--- src/rtl/nixie_scan_ctrl.sv ---
// nixie_scan_ctrl: multiplexed 7-segment scanner with a per-digit register
// file, 16-level PWM brightness, blink, leading-zero suppression and guard cycle.
module nixie_scan_ctrl #(
    parameter int N_DIG       = 8,
    parameter int CLK_DIV     = 125000,
    parameter int BLINK_DIV   = 200,
    parameter bit BIT_ACT_LOW = 1'b1,
    parameter bit SEG_ACT_LOW = 1'b0,
    localparam int AW         = $clog2(N_DIG)
) (
    input  logic             cp,
    input  logic             rst,
    input  logic             wr_en,
    input  logic [AW-1:0]    wr_addr,
    input  logic [3:0]       wr_data,
    input  logic             wr_dp,
    input  logic             disp_en,
    input  logic             lzs_en,
    input  logic [3:0]       bright,
    input  logic [N_DIG-1:0] blink_mask,
    output logic [N_DIG-1:0] LED_Bit,
    output logic [7:0]       LED_SEG,
    output logic [AW-1:0]    scan_idx
);
    localparam int PH_LEN = CLK_DIV / 16;
    localparam int PW     = $clog2(PH_LEN);
    localparam int BW     = $clog2(BLINK_DIV + 1);

    localparam logic [N_DIG-1:0] BIT_OFF = {N_DIG{BIT_ACT_LOW}};
    localparam logic [7:0]       SEG_OFF = {8{SEG_ACT_LOW}};

    logic [PW-1:0] ph_cnt;
    logic [3:0]    phase;
    logic [AW-1:0] dig;
    logic [BW-1:0] blink_cnt;
    logic          blink_phase;

    logic ph_wrap;
    logic slot_wrap;
    logic dig_last;
    logic blink_wrap;

    logic [3:0] val_q [N_DIG];
    logic       dp_q  [N_DIG];

    logic [N_DIG-1:0] dig_sel;
    logic [3:0]       cur_val;
    logic             cur_dp;
    logic             lz_blank;
    logic             bl_blank;
    logic             guard;
    logic             dig_on;
    logic [6:0]       glyph;
    logic [7:0]       seg_nxt;
    logic [N_DIG-1:0] bit_nxt;

    assign ph_wrap    = (ph_cnt == PW'(PH_LEN - 1));
    assign slot_wrap  = ph_wrap && (phase == 4'd15);
    assign dig_last   = (dig == AW'(N_DIG - 1));
    assign blink_wrap = (blink_cnt == BW'(BLINK_DIV - 1));

    always_ff @(posedge cp) begin
        if (rst) begin
            ph_cnt      <= '0;
            phase       <= 4'd0;
            dig         <= '0;
            blink_cnt   <= '0;
            blink_phase <= 1'b0;
        end else begin
            ph_cnt <= ph_wrap ? '0 : ph_cnt + 1'b1;
            if (ph_wrap) begin
                phase <= phase + 4'd1;
            end
            if (slot_wrap) begin
                dig <= dig_last ? '0 : dig + 1'b1;
                if (blink_wrap) begin
                    blink_cnt   <= '0;
                    blink_phase <= ~blink_phase;
                end else begin
                    blink_cnt <= blink_cnt + 1'b1;
                end
            end
        end
    end

    // Addresses at or above N_DIG never match a slot, so they are dropped.
    always_ff @(posedge cp) begin
        if (rst) begin
            for (int i = 0; i < N_DIG; i++) begin
                val_q[i] <= 4'd0;
                dp_q[i]  <= 1'b0;
            end
        end else begin
            for (int i = 0; i < N_DIG; i++) begin
                if (wr_en && (wr_addr == AW'(i))) begin
                    val_q[i] <= wr_data;
                    dp_q[i]  <= wr_dp;
                end
            end
        end
    end

    always_comb begin
        dig_sel = '0;
        cur_val = 4'd0;
        cur_dp  = 1'b0;
        for (int i = 0; i < N_DIG; i++) begin
            if (dig == AW'(i)) begin
                dig_sel[i] = 1'b1;
                cur_val    = val_q[i];
                cur_dp     = dp_q[i];
            end
        end
    end

    // Digit is a leading zero when it and every more significant digit are 0.
    always_comb begin
        lz_blank = lzs_en && (dig != '0);
        for (int i = 0; i < N_DIG; i++) begin
            if ((AW'(i) >= dig) && (val_q[i] != 4'd0)) begin
                lz_blank = 1'b0;
            end
        end
    end

    always_comb begin
        glyph = 7'h00;
        unique case (cur_val)
            4'd0:    glyph = 7'h3F;
            4'd1:    glyph = 7'h06;
            4'd2:    glyph = 7'h5B;
            4'd3:    glyph = 7'h4F;
            4'd4:    glyph = 7'h66;
            4'd5:    glyph = 7'h6D;
            4'd6:    glyph = 7'h7D;
            4'd7:    glyph = 7'h07;
            4'd8:    glyph = 7'h7F;
            4'd9:    glyph = 7'h6F;
            4'd10:   glyph = 7'h40;
            default: glyph = 7'h00;
        endcase
    end

    assign bl_blank = blink_phase && (|(blink_mask & dig_sel));
    assign guard    = (phase == 4'd0) && (ph_cnt == '0);
    assign dig_on   = disp_en && (phase <= bright) && !guard;
    assign bit_nxt  = dig_on ? dig_sel : '0;

    always_comb begin
        seg_nxt = {cur_dp, glyph};
        if (lz_blank) begin
            seg_nxt[6:0] = 7'h00;
        end
        if (bl_blank || !dig_on) begin
            seg_nxt = 8'h00;
        end
    end

    always_ff @(posedge cp) begin
        if (rst) begin
            LED_Bit  <= BIT_OFF;
            LED_SEG  <= SEG_OFF;
            scan_idx <= '0;
        end else begin
            LED_Bit  <= bit_nxt ^ BIT_OFF;
            LED_SEG  <= seg_nxt ^ SEG_OFF;
            scan_idx <= dig;
        end
    end

endmodule

--- config.mk ---
export PLATFORM = sky130hd
export DESIGN_NAME = nixie_scan_ctrl
export DESIGN_NICKNAME = d
export VERILOG_FILES = /design/src/rtl/nixie_scan_ctrl.sv
export SDC_FILE = /design/constraint.sdc
export NUM_CORES = 1
export LEC_CHECK = 0
export CAP_MARGIN = 20
export CORE_UTILIZATION = 55
export CTS_BUF_LIST = sky130_fd_sc_hd__clkbuf_8
export CTS_CLUSTER_DIAMETER = 30
export DETAILED_ROUTE_END_ITERATION = 8
export DONT_BUFFER_PORTS = 1
export PLACE_DENSITY = 0.71
export SYNTH_ARGS = -nofsm -noshare
export SYNTH_HDL_FRONTEND = slang
export SYNTH_SLANG_ARGS = --single-unit
--- constraint.sdc ---
create_clock -name cp -period 3.3 [get_ports cp]
set_clock_uncertainty 0.15 [all_clocks]
set_input_delay 0.33 -clock cp [delete_from_list [all_inputs] [get_ports cp]]
set_output_delay 0.33 -clock cp [all_outputs]
set_load 0.01 [all_outputs]
==> results of run 1 <==
Yosys cell counts (all sizes together) (8+ instances only):
master	n	area share
nor2	76	0.067
dfxtp	48	0.23
edfxtp	40	0.28
nand2	32	0.028
inv	25	0.022
nand3	21	0.025
ha	19	0.056
xor2	17	0.035
nand2b	15	0.022
o21ai	14	0.016
buf	11	0.017
a21oi	10	0.012
nand4	10	0.015
nor4	10	0.016
and3	8	0.012
state kept, by name, summed over array words and instances (netlist names):
name,flops
LED_Bit,8
LED_SEG,8
blink_cnt,8
blink_phase,1
dig,3
dp_q,8
ph_cnt,13
phase,4
scan_idx,3
val_q,32
per-stage QoR:
step,utilization,instances
2_1_floorplan,-,436
3_3_place_gp,0.5849,522
3_5_place_dp,0.5849,522
4_1_cts,0.6148,539
5_1_grt,0.6148,539
6_report,0.6148,539
metal layers:
layer	vias to the layer above	share of wire
li1	1543	-
met1	1516	0.47
met2	111	0.46
met3	6	0.063
met4	0	0.0097
met5	-	0
layout make-up:
type / instances / area [um2]
fill: 650 / 2839
sequential: 88 / 2162
multi-input combinational: 305 / 1893
clock buffer: 9 / 123.9
tap: 99 / 123.9
inverter: 25 / 93.84
clock inverter: 7 / 86.33
timing repair buffer: 6 / 47.55
power by group through the flow:
stage | Sequential, uW | Combinational, uW | Clock, uW
3_3_place_gp | 1240 | 112 | 0
2_1_floorplan | 1230 | 92.8 | 0
3_5_place_dp | 1240 | 115 | 0
4_1_cts | 1220 | 120 | 795
6_report | 1220 | 120 | 781
5_1_grt | 1220 | 135 | 833
cell families after synthesis:
family | after synthesis
and+or+nand+nor | 192
DFF | 88
AOI/OAI and AO/OA | 65
buffers and inverters | 43
xor gates and xnor gates | 22
adders and majority gates | 19
muxes | 7
repair_timing:
action                                 4_1_cts  5_1_grt
resized for setup                            0        0
hold buffers                                 1        0
setup endpoints to repair                    0        0
setup buffers                                0        0
endpoints found under the hold margin       13        0
worst min-delay path by stage:
stage                     slack (ns)      start  depth (start not counted)      endpoint
after global placement          0.26        rst                          1   scan_idx[2]
after floorplan                 0.29  ph_cnt[0]                          1     ph_cnt[0]
after global routing            0.16        rst                          2  blink_cnt[6]
after detailed placement        0.26        rst                          1   scan_idx[0]
after CTS                       0.13        rst                          2  blink_cnt[6]
final                           0.14        rst                          2  blink_cnt[4]
critical path, delay by kind of cell (launching register included):
kind | cells | cell delay [ns]
AOI/OAI and AO/OA | 3 | 0.83
DFF | 1 | 0.33
muxes | 1 | 0.17
buffers and inverters | 3 | 0.37
adders and majority gates | 2 | 0.70
and+or+nand+nor | 1 | 0.18
cells in the final DEF (no fill, tap or decap), types with 3 or more instances in the layout:
cell type and count:
nor2_1 76, dfxtp_1 48, edfxtp_1 40, nand2_1 32
inv_1 25, nand3_1 21, ha_1 19, xor2_1 17
nand2b_1 15, o21ai_0 13, a21oi_1 10, nand4_1 10
nor4_1 9, clkbuf_8 9, mux2i_1 7, and3_1 7
a31oi_1 6, nor2b_1 5, xnor2_1 5, buf_4 5
and2_1 4, a311oi_1 4, o22ai_1 4, a221oi_1 3
a41o_1 3, o211ai_1 3
==> flow_summary.yaml, run 1 <==
status:
  status: "finished clean"
worst_setup_path:
  critPathArrivalTime_ns: 2.92
  end_kind: "flop"
  required_ns: 3.39
  cp-endpoint: "LED_SEG[3]"
  rr_startpoint: "dig[0]"
  crit_start: "dig[0]"
  crit_type: "flop to flop"
  r2r_cells: 10
  critPathMaxStageDelay_ns: 0.54
  start_kind: "flop"
  r2r-end: "LED_SEG[3]"
  cpMostUsedCell: "inv_1"
  worst_path_max_delay_cell: "ha_1"
  critPathMaxFanout: 15
  reg2reg_slack_ns: 0.47
  crit_chain: "inv_1 > ha_1 > nand3_1 > a311oi_1 > o221ai_1 > inv_1 > ha_1 > inv_1 > mux2i_1 > o22ai_1"
power:
  leakagePower_uw: 0.001740
  power.switching_uw: 524.2
  cellPowerDensity_mw_per_mm2: 468.0
  p_sw_frac: 0.2472
  internal_power_uw: 1596
  power_uw: 2120
  p_clk_frac: 0.368
  comb_power_share: 0.057
  vdd_drop_max_mv: 0.2788
  seq_power_share: 0.575
finish:
  n_antenna_cell: 0
  area_growth_syn_to_layout_pct: 6.688
  drive_gt1_frac: 0.06818
  nets: 479
  final_cell_area_mm2: 0.004531
logic_synthesis:
  muxShareOfSynthArea: 0.01650
  synth_xor_area_frac: 0.04537
  yosys_most_used_dff: "dfxtp_1"
  synth-seq-cells: 88
  ys_async_sr_fraction: 0
  ys_types: 53
  synth_fp_nets: 480
  synth_edf_count: 40
  ys_seq_area_frac: 0.5091
  netlist_area_mm2: 0.004247
  syn_inst: 436
  synth_top_family_by_area: "simple AND/OR/NAND/NOR gates"
  syn_area_per_cell_um2: 9.740
  synth_compound_area_frac: 0.1093
  ys_warn_count: 0
  synth-simple-area-share: 0.2186
  synthAdderAreaFrac: 0.05598
clock_network:
  clockBufferDepth: 2
  cts.htree.levels: 3
  tritoncts: "yes"
  cts_root_buf: "clkbuf_8"
  cts_made_buffers: 9
  clock_sinks: 88
  clock_latency_ns: 0.36
  clkTransAtPathRegs_ns: 0.09
timing:
  finalCriticalPeriod_ns: 2.830
  setup_tns_ns: 0
  whs_ns: 0.1369
  post-route-period-util: 0.8575
  worstMarginPinSlew_ns: 0.5551
  rsz0062_at_grt: "false"
  timing.final.ws_setup_ns: 0.4701
  finalHoldViolations: 0
  drv_slew: 0
  relSlewSlack: 0.6299
  max_freq_mhz: 353.4
  setup_violations: 0
floorplan:
  die-area_mm2: 0.008077
  die_w_um: 89.87
  die_h_um: 89.87
  pin_count: 44
  core_area_mm2: 0.007370
  start_util: 0.5762
  row_count: 31
global_routing:
  grt_pass1_wl_um: 14660
  grt_max_degree: 20
  grt_pass1_vias: 2969
  grtUsageMet2: 0.3654
  gr-usage-met1: 0.3227
  antenna_found_initial: 0
  grt_overflow: 0
  grt.met3_usage: 0.04738
  grt_busiest_layer: "met2"
  grt_usage: 0.2335
drt:
  routed_wl_um: 9058
  drt_iter0_drc: 382
  antenna_violating_nets_post_route: 0
  num_vias: 3176
  post-route-drc-count: 0
  drt_pass1_iterations: 5
  wl_per_cell_um: 16.81
  viasPerCell: 5.892
placed_design:
  place_area_mm2: 0.004310
  port_buffers: 0
  place_congestion: 0.8998
  dp_hpwl_um: 6505
  place_ws_ns: 0.5715
flow_run:
  max_cap_viol_count: 0
hold_path:
  hp-class: "input pin to flop"
Power figures use the tool's default switching activity.
==> inputs of run 2 (changes only) <==
--- a/config.mk
+++ b/config.mk
@@ -7,11 +7,11 @@
 export LEC_CHECK = 0
 export CAP_MARGIN = 20
 export CORE_UTILIZATION = 55
-export CTS_BUF_LIST = sky130_fd_sc_hd__clkbuf_8
+export CTS_BUF_LIST = sky130_fd_sc_hd__clkbuf_4
 export CTS_CLUSTER_DIAMETER = 30
 export DETAILED_ROUTE_END_ITERATION = 8
 export DONT_BUFFER_PORTS = 1
-export PLACE_DENSITY = 0.71
+export PLACE_DENSITY = 0.74
 export SYNTH_ARGS = -nofsm -noshare
 export SYNTH_HDL_FRONTEND = slang
 export SYNTH_SLANG_ARGS = --single-unit
==> constraint.sdc (replaced) <==
create_clock -name cp -period 2.32 [get_ports cp]
set_clock_uncertainty 0.15 [all_clocks]
set_input_delay 0.232 -clock cp [delete_from_list [all_inputs] [get_ports cp]]
set_output_delay 0.232 -clock cp [all_outputs]
set_load 0.01 [all_outputs]
==> run 2 against run 1 <==
  * Hold slack worse by 0.12 ns
  * First-iteration DRC count is 53% lower
  * Via count is 5.6% higher
  * Maximum frequency is 22% higher
  * Combinational power is 89% higher
  * Critical path type unchanged
  * Largest cell class unchanged
==> flow_summary.yaml, run 2 (synthesis gave the netlist of run 1 again) <==
global_routing:
  grt_max_degree: 21
  grt_pass1_wl_um: 15570
  grt_usage: 0.2498
  grt_pass1_vias: 3094
  antenna_found_initial: 0
  grt_overflow: 0
clock_network:
  cts.htree.levels: 3
  clock_latency_ns: 0.44
  clock_sinks: 88
  clkTransAtPathRegs_ns: 0.13
  clockBufferDepth: 2
  cts_root_buf: "clkbuf_4"
  cts_made_buffers: 9
  tritoncts: "yes"
finish:
  fillCellCount: 552
  final_core_util: 0.6905
  layout_common_cells: "75 x nor2_1, 45 x dfxtp_1, 40 x edfxtp_1"
  largestRegisters: "val_q: 32 flops, ph_cnt: 13 flops"
  largest_register_ff_count: 32
  top_register: "val_q"
  final_cell_area_mm2: 0.005089
  drive_gt1_frac: 0.2167
  n_antenna_cell: 0
  area_growth_syn_to_layout_pct: 19.83
  final_common_cell: "nor2_1"
  nets: 519
timing:
  post-route-period-util: 0.9971
  drv_slew: 0
  worstMarginPinSlew_ns: 0.7582
  relSlewSlack: 0.4928
  max_freq_mhz: 432.3
  finalHoldViolations: 0
  setup_violations: 0
  rsz0062_at_grt: "true"
  finalCriticalPeriod_ns: 2.313
drt:
  routed_wl_um: 9952
  antenna_violating_nets_post_route: 0
  drt_iter0_drc: 178
  num_vias: 3355
  wl_per_cell_um: 17.19
  post-route-drc-count: 0
  viasPerCell: 5.794
  drt_pass1_iterations: 5
worst_setup_path:
  r2r_cells: 10
  required_ns: 2.49
  critPathArrivalTime_ns: 2.49
  start_kind: "flop"
  crit_type: "flop to flop"
  rr_startpoint: "dig[0]"
  crit_start: "dig[0]"
  cp-endpoint: "LED_SEG[5]"
  reg2reg_slack_ns: 0.007
  critPathMaxFanout: 5
  end_kind: "flop"
  r2r-end: "LED_SEG[5]"
power:
  cellPowerDensity_mw_per_mm2: 594.8
  power.switching_uw: 693.8
  comb_power_share: 0.075
  leakagePower_uw: 0.001978
  p_clk_frac: 0.351
  power_uw: 3027
  seq_power_share: 0.574
  internal_power_uw: 2333
  p_sw_frac: 0.2292
  vdd_drop_max_mv: 0.4074
floorplan:
  row_count: 31
  start_util: 0.5762
  die_h_um: 89.87
  core_area_mm2: 0.007370
  pin_count: 44
  die_w_um: 89.87
  die-area_mm2: 0.008077
hold_path:
  hp-class: "input pin to flop"
placed_design:
  dp_hpwl_um: 6948
  place_area_mm2: 0.004528
  port_buffers: 0
  place_congestion: 0.8917
status:
  status: "finished clean"
flow_run:
  max_cap_viol_count: 0
==> run 2: power groups by stage <==
stage                     combinational (uW)  clock (uW)  sequential (uW)
after floorplan                          133           0             1750
after global placement                   173           0             1770
after detailed placement                 177           0             1770
after CTS                                195        1080             1730
after global routing                     248        1140             1740
final                                    227        1060             1740
==> run 2: final cells by class <==
class	instances	area (um2)	area share
clock inverter	6	107.6	0.02115
tap	99	123.9	0.02434
clock buffer	10	75.07	0.01475
inverter	25	98.84	0.01942
multi-input combinational	305	2103	0.4133
sequential	88	2171	0.4266
timing repair buffer	46	409.1	0.08040
==> run 2: worst max-delay path: stages (launching register included) <==
cell	delay [ns]
dfxtp_4	0.40
buf_4	0.12
nor2b_4	0.19
buf_4	0.14
nand2_1	0.06
a311oi_2	0.29
o221ai_2	0.16
buf_4	0.16
ha_1	0.24
mux2i_1	0.20
o22ai_2	0.09
==> run 2: repair_timing <==
| action | in CTS | in global routing |
|---|---|---|
| setup buffers | 4 | 12 |
| endpoints found under the hold margin | 59 | 0 |
| gates resized for setup | 11 | 38 |
| endpoints found under the setup margin | 6 | 7 |
| pin swaps | 5 | 15 |
| hold buffers | 3 | 0 |
==> run 2: worst min path at each step <==
| stage | start | endpoint | slack [ns] | cells after the start |
|---|---|---|---|---|
| 2_1_floorplan | ph_cnt[0] | ph_cnt[0] | 0.29 | 1 |
| 3_3_place_gp | rst | dig[0] | 0.15 | 1 |
| 3_5_place_dp | rst | dig[1] | 0.16 | 1 |
| 4_1_cts | wr_addr[0] | val_q[0][14] | 0.004 | 2 |
| 5_1_grt | rst | val_q[1][2] | 0.005 | 1 |
| 6_report | rst | val_q[1][0] | 0.02 | 1 |
==> run 2: metal layers <==
metal	global-route usage	vias up	share of wire
li1	-	1630	-
met1	0.3471	1591	0.45
met2	0.3821	123	0.47
met3	0.07191	11	0.068
met4	0.06989	0	0.013
met5	0	-	0
==> run 2: through the flow <==
stage	worst slack, ns	std cells	TNS, ns	hold WS [ns]
5_1_grt	-0.05323	579	-0.2068	0.005075
3_3_place_gp	-0.03271	545	-0.03271	0.1527
2_1_floorplan	0.01141	436	0	0.2872
3_5_place_dp	-0.06344	545	-0.1995	0.1558
4_1_cts	0.009559	568	0	0.004165
6_report	0.006638	579	0	0.02047
